===== src/rtl/wb_master_standard.sv =====
// wb_master_standard: command stream to Wishbone classic master, 2-deep command buffer.
// Latency: command accepted at edge N drives the bus from edge N+1; response pulse follows the ack edge.
// Backpressure: cmd_ready = buffer not full (registered); no backpressure on rsp_valid.
//
// Ports:
//   clk, rst_n                 clock, asynchronous active-low reset
//   cmd_valid/cmd_ready        command handshake; cmd_we, cmd_adr, cmd_dat carry the command
//   rsp_valid                  one-cycle pulse per accepted command, in order
//   rsp_we, rsp_dat, rsp_err   command type echo, read data (0 for writes/errors), timeout flag
//   wb_*                       Wishbone classic master signals
//
// Optional feature: define WB_MASTER_TIMEOUT_EN to abort transfers whose ack does not
// arrive within TIMEOUT strobe cycles (rsp_err=1). Without it the master waits forever
// and rsp_err is always 0.

// Small generic FIFO. Head entry is visible combinationally on head_dat.
// Latency: pushed data is visible at the head one cycle after the push edge (when empty).
// Backpressure: caller must not push when full nor pop when empty.
module wbm_fifo #(
    parameter int WIDTH = 8,
    parameter int DEPTH = 2
) (
    input  logic                         clk,
    input  logic                         rst_n,
    input  logic                         push,
    input  logic [WIDTH-1:0]             push_dat,
    input  logic                         pop,
    output logic [WIDTH-1:0]             head_dat,
    output logic [$clog2(DEPTH+1)-1:0]   count,
    output logic                         full,
    output logic                         empty
);
    localparam int PW = (DEPTH > 1) ? $clog2(DEPTH) : 1;
    localparam int CW = $clog2(DEPTH + 1);

    logic [WIDTH-1:0] mem [DEPTH];
    logic [PW-1:0]    wr_ptr;
    logic [PW-1:0]    rd_ptr;

    function automatic logic [PW-1:0] ptr_inc(input logic [PW-1:0] p);
        return (p == PW'(DEPTH - 1)) ? '0 : p + 1'b1;
    endfunction

    always_ff @(posedge clk or negedge rst_n) begin
        if (!rst_n) begin
            wr_ptr <= '0;
            rd_ptr <= '0;
            count  <= '0;
        end else begin
            if (push) wr_ptr <= ptr_inc(wr_ptr);
            if (pop)  rd_ptr <= ptr_inc(rd_ptr);
            count <= count + CW'(push) - CW'(pop);
        end
    end

    // Storage needs no reset: an entry is only read after it has been written.
    always_ff @(posedge clk) begin
        if (push) mem[wr_ptr] <= push_dat;
    end

    assign head_dat = mem[rd_ptr];
    assign full     = (count == CW'(DEPTH));
    assign empty    = (count == '0);
endmodule

module wb_master_standard #(
    parameter int ADR_WIDTH = 16,
    parameter int DAT_WIDTH = 16,
    parameter int TIMEOUT   = 16
) (
    input  logic                 clk,
    input  logic                 rst_n,
    input  logic                 cmd_valid,
    output logic                 cmd_ready,
    input  logic                 cmd_we,
    input  logic [ADR_WIDTH-1:0] cmd_adr,
    input  logic [DAT_WIDTH-1:0] cmd_dat,
    output logic                 rsp_valid,
    output logic                 rsp_we,
    output logic [DAT_WIDTH-1:0] rsp_dat,
    output logic                 rsp_err,
    output logic                 wb_cyc_o,
    output logic                 wb_stb_o,
    output logic                 wb_we_o,
    output logic [ADR_WIDTH-1:0] wb_adr_o,
    output logic [DAT_WIDTH-1:0] wb_dat_o,
    input  logic [DAT_WIDTH-1:0] wb_dat_i,
    input  logic                 wb_ack_i
);
    typedef struct packed {
        logic                 we;
        logic [ADR_WIDTH-1:0] adr;
        logic [DAT_WIDTH-1:0] dat;
    } cmd_t;

    localparam logic [0:0] ST_IDLE = 1'b0;
    localparam logic [0:0] ST_BUS  = 1'b1;

    logic [0:0] state;
    cmd_t       cmd_in;
    cmd_t       head;
    logic [1:0] fifo_count;
    logic       fifo_full;
    logic       fifo_empty;
    logic       push;
    logic       in_bus;
    logic       ack_hit;
    logic       tmo_expire;
    logic       done;
    logic       more;

    always_comb begin
        cmd_in     = '0;
        cmd_in.we  = cmd_we;
        cmd_in.adr = cmd_adr;
        cmd_in.dat = cmd_dat;
    end

    // cmd_ready depends only on the registered count, never on wb_ack_i.
    assign cmd_ready = !fifo_full;
    assign push      = cmd_valid && cmd_ready;
    assign in_bus    = (state == ST_BUS);
    assign ack_hit   = in_bus && wb_ack_i;
    assign done      = ack_hit || tmo_expire;

    // After the pop another command is available if one was already queued behind
    // the head, or one is being pushed on this same edge; either keeps cyc high.
    assign more = (fifo_count > 2'd1) || push;

    wbm_fifo #(
        .WIDTH ($bits(cmd_t)),
        .DEPTH (2)
    ) u_fifo (
        .clk      (clk),
        .rst_n    (rst_n),
        .push     (push),
        .push_dat (cmd_in),
        .pop      (done),
        .head_dat (head),
        .count    (fifo_count),
        .full     (fifo_full),
        .empty    (fifo_empty)
    );

`ifdef WB_MASTER_TIMEOUT_EN
    localparam int TW = $clog2(TIMEOUT + 1);
    logic [TW-1:0] tmo_cnt;

    // Counts strobe cycles without ack; restarts at zero for every new strobe,
    // so the strobe stays high for exactly TIMEOUT cycles before being dropped.
    always_ff @(posedge clk or negedge rst_n) begin
        if (!rst_n) begin
            tmo_cnt <= '0;
        end else if (!in_bus || done) begin
            tmo_cnt <= '0;
        end else begin
            tmo_cnt <= tmo_cnt + 1'b1;
        end
    end

    // An ack on the expiry edge takes priority and yields a normal response.
    assign tmo_expire = in_bus && !wb_ack_i && (tmo_cnt == TW'(TIMEOUT - 1));
`else
    logic unused_timeout;
    assign unused_timeout = ^TIMEOUT;
    assign tmo_expire     = 1'b0;
`endif

    always_ff @(posedge clk or negedge rst_n) begin
        if (!rst_n) begin
            state <= ST_IDLE;
        end else begin
            case (state)
                ST_IDLE: if (!fifo_empty)     state <= ST_BUS;
                ST_BUS:  if (done && !more)   state <= ST_IDLE;
                default:                      state <= ST_IDLE;
            endcase
        end
    end

    always_ff @(posedge clk or negedge rst_n) begin
        if (!rst_n) begin
            rsp_valid <= 1'b0;
            rsp_we    <= 1'b0;
            rsp_dat   <= '0;
            rsp_err   <= 1'b0;
        end else begin
            rsp_valid <= done;
            if (ack_hit) begin
                rsp_we  <= head.we;
                rsp_dat <= head.we ? '0 : wb_dat_i;
                rsp_err <= 1'b0;
            end else if (tmo_expire) begin
                rsp_we  <= head.we;
                rsp_dat <= '0;
                rsp_err <= 1'b1;
            end else begin
                rsp_we  <= 1'b0;
                rsp_dat <= '0;
                rsp_err <= 1'b0;
            end
        end
    end

    // Bus outputs come straight from the FIFO head. The head only moves on a pop,
    // which ends the strobe, so address/data stay stable for the whole strobe.
    assign wb_cyc_o = in_bus;
    assign wb_stb_o = in_bus;
    assign wb_we_o  = in_bus && head.we;
    assign wb_adr_o = in_bus ? head.adr : '0;
    assign wb_dat_o = (in_bus && head.we) ? head.dat : '0;
endmodule

===== config.mk =====
export PLATFORM = sky130hd
export DESIGN_NAME = wb_master_standard
export DESIGN_NICKNAME = d
export VERILOG_FILES = /design/src/rtl/wb_master_standard.sv
export SDC_FILE = /design/constraint.sdc
export NUM_CORES = 1
export LEC_CHECK = 0
export CAP_MARGIN = 25
export CORE_MARGIN = 8
export CORE_UTILIZATION = 47
export DETAILED_ROUTE_END_ITERATION = 7
export GPL_TIMING_DRIVEN = 0
export PLACE_DENSITY_LB_ADDON = 0.1
export SLEW_MARGIN = 20
export SYNTH_ARGS = -nofsm -noshare
export SYNTH_HDL_FRONTEND = slang
export SYNTH_HIERARCHICAL = 1
export SYNTH_SLANG_ARGS = --single-unit

===== constraint.sdc =====
create_clock -name clk -period 3.1 [get_ports clk]
set_clock_uncertainty 0.1 [all_clocks]
set_input_delay 0.62 -clock clk [delete_from_list [all_inputs] [get_ports clk]]
set_output_delay 0.62 -clock clk [all_outputs]
set_load 0.02 [all_outputs]

==> metrics.cfg <==
[run_status]
status = completed

[global_route]
grt_pass1_vias = 2220
grt_usage = 0.1334
use_met3 = 0.05019
top_usage_layer = met2
antenna_found_initial = 0
grt_max_degree = 24
grt_pass1_wl_um = 11270
grtUsageMet1 = 0.1432
use_met2 = 0.2278
overflow = 0

[worst_setup_path]
rr_worst_depth = 4
r2r-start = u_fifo/count[1]
crit_path_end_kind = output pin
r2r_slack_ns = 0.97
worstSetupPathType = reg -> out
timing.rr.end = u_fifo/mem[0][24]
cp.arrival_ns = 2.22
crit_fanout = 19
required_ns = 2.38
start_kind = flop

[power_and_ir_drop]
pwr-share-clk = 0.154
intPower_mw = 3.109
leakagePower_nw = 2.014
ir_worst_vdd_mv = 0.4222
netSwitchingPower_mw = 1.529
combinationalPowerShare = 0.486
power.density_nw_per_um2 = 913.0
switching_share = 0.3297
pwr-share-seq = 0.360

[drt]
drc = 0
vias = 2004
ant_nets = 0
dr.pass1.iters = 6
vias_per_cell = 4.682
first_iter_violations = 104
wirelength_um = 6999
wl_per_cell_um = 16.35

[yosys]
yosys.area.top_type = edfxtp_1
synth_warnings = 6
seq_area_frac_synth = 0.6990
yosysMostFrequentCell = edfxtp_1
synthTopCellsByCount = edfxtp_1, mux2_4, dfrtp_1
synth_edf_count = 66
yosys-top-cells-area = edfxtp_1, dfrtp_1, mux2_4
synth.net_count = 258
netlist_instances = 203
ys_seq_elements = 89
syn_area_um2 = 3659
async_flop_share = 0.2584
syn_area_per_cell_um2 = 18.02
synth.distinct_cells = 25
synth_ff_type = edfxtp_1
synth_top_area_frac = 0.5417

[layout]
area_growth_pct = 38.85
drive_above_1_share = 0.2669
nets = 376
post-route-util = 0.6643
num_antenna_cells = 0

[worst_hold_path]
holdCritPathClass = in -> async

[timing]
fmaxAchievable_ghz = 0.3403
slew_violations = 0
rsz0062_at_grt = false
whs_ns = 0.1089
worst_pin_slew_ns = 0.5896
fin_crit_sh = 0.9479
final-hold-violation-count = 0
slew_headroom = 0.6061
fin_crit_ns = 2.938
setup_viol = 0

[clocking]
worst_skew_pair.late_latency_ns = 0.36
h-tree-depth = 3
cts.sinks = 89
clkSlewWorstSetupHoldPaths_ns = 0.10
cts_hold_buf = 0
cts.path.max_buffers = 2
cts_buffers = 9
cts_root_buf = clkbuf_8
cts_resized = 0
cts_tree = done
cts_setup_buffers = 0

[die]
die_area_um2 = 10860
chipWidth_um = 104.2
ios = 108
initial_utilization = 0.4784
rows = 32
die_y_um = 104.2
core_um2 = 7647

[flow_run]
cap_violations = 0

[placement]
gp_congestion = 0.6678
io_buffers = 106
hpwl_um = 5068

==> final cells by class <==
type	count	area, um^2
sequential	89	2557
clock inverter	7	53.80
timing repair buffer	108	1111
buffer	11	117.6
inverter	5	18.77
fill	549	2567
multi-input combinational	97	969.7
clock buffer	9	123.9
tap	102	127.6
==> worst max path at each step <==
stage	end	depth (start not counted)	slack, ns	startpoint
2_1_floorplan	u_fifo/mem[0][0]	2	0.14	cmd_valid
3_3_place_gp	u_fifo/mem[0][12]	3	-1.28	cmd_valid
3_5_place_dp	wb_dat_o[10]	6	0.28	u_fifo/rd_ptr
4_1_cts	wb_dat_o[5]	5	0.12	u_fifo/rd_ptr
5_1_grt	wb_dat_o[6]	4	0.06	wb_cyc_o
6_report	wb_dat_o[5]	5	0.16	u_fifo/rd_ptr
==> power by group through the flow <==
stage               combinational [mW]  clock, mW  sequential (mW)
CTS                               2.30      0.731             1.67
floorplan                         1.32          0             1.75
global route                      2.40      0.785             1.69
finish                            2.25      0.715             1.67
detailed placement                2.29          0             1.70
global placement                  2.22          0             1.70
==> per-layer routing <==
layer,vias up,share of wire
li1,955,-
met1,970,0.41
met2,67,0.51
met3,12,0.064
met4,0,0.018
met5,-,0
==> cells in the final DEF, fill, tap and decap left out, drive strengths merged <==
cell           count
and3b              1
nand2              1
conb               1
buf               10
inv                7
and3              17
clkinv             1
nor2b              3
ha                 2
mux2              33
o32a               1
and2              34
nor2               1
clkdlybuf4s50    105
clkbuf            13
clkinvlp           4
xor3               1
xor2               2
dfrtp             23
edfxtp            66
==> sequential cells by signal, summed over array words and instances, names as in the netlist <==
register and cells:
u_fifo/mem 66, rsp_we 1, u_fifo/count 2, u_fifo/rd_ptr 1, rsp_dat 16, wb_cyc_o 1, u_fifo/wr_ptr 1, rsp_valid 1
==> metrics by stage <==
stage | setup TNS [ns] | area, um^2 | worst slack (ns) | cells | power [mW]
floorplan | 0 | 3659 | 0.1394 | 203 | 3.067
global placement | -46.47 | 4847 | -1.281 | 411 | 3.914
detailed placement | 0 | 4911 | 0.2773 | 413 | 3.995
CTS | 0 | 5085 | 0.1209 | 428 | 4.702
global route | 0 | 5080 | 0.05918 | 428 | 4.873
finish | 0 | 5080 | 0.1615 | 428 | 4.638
==> critical path, cell delays in order, from the launching register on <==
cell and delay [ns]:
dfrtp_1 0.38, buf_6 0.15, buf_12 0.15, mux2_4 0.39, and3_2 0.24, clkdlybuf4s50_1 0.54
==> cell families (layout without fill, tap and decap cells) <==
logic type	after synthesis	after routing	synth area share
mux	33	33	0.1313
fa+ha+maj	2	2	0.006839
xor+xnor	3	3	0.01129
compound gates	1	1	0.002736
other cells	1	1	0.001025
buf+inv	17	140	0.03830
flops	89	89	0.6990
simple gates	57	57	0.1094
(Power assumes the default switching activity.)
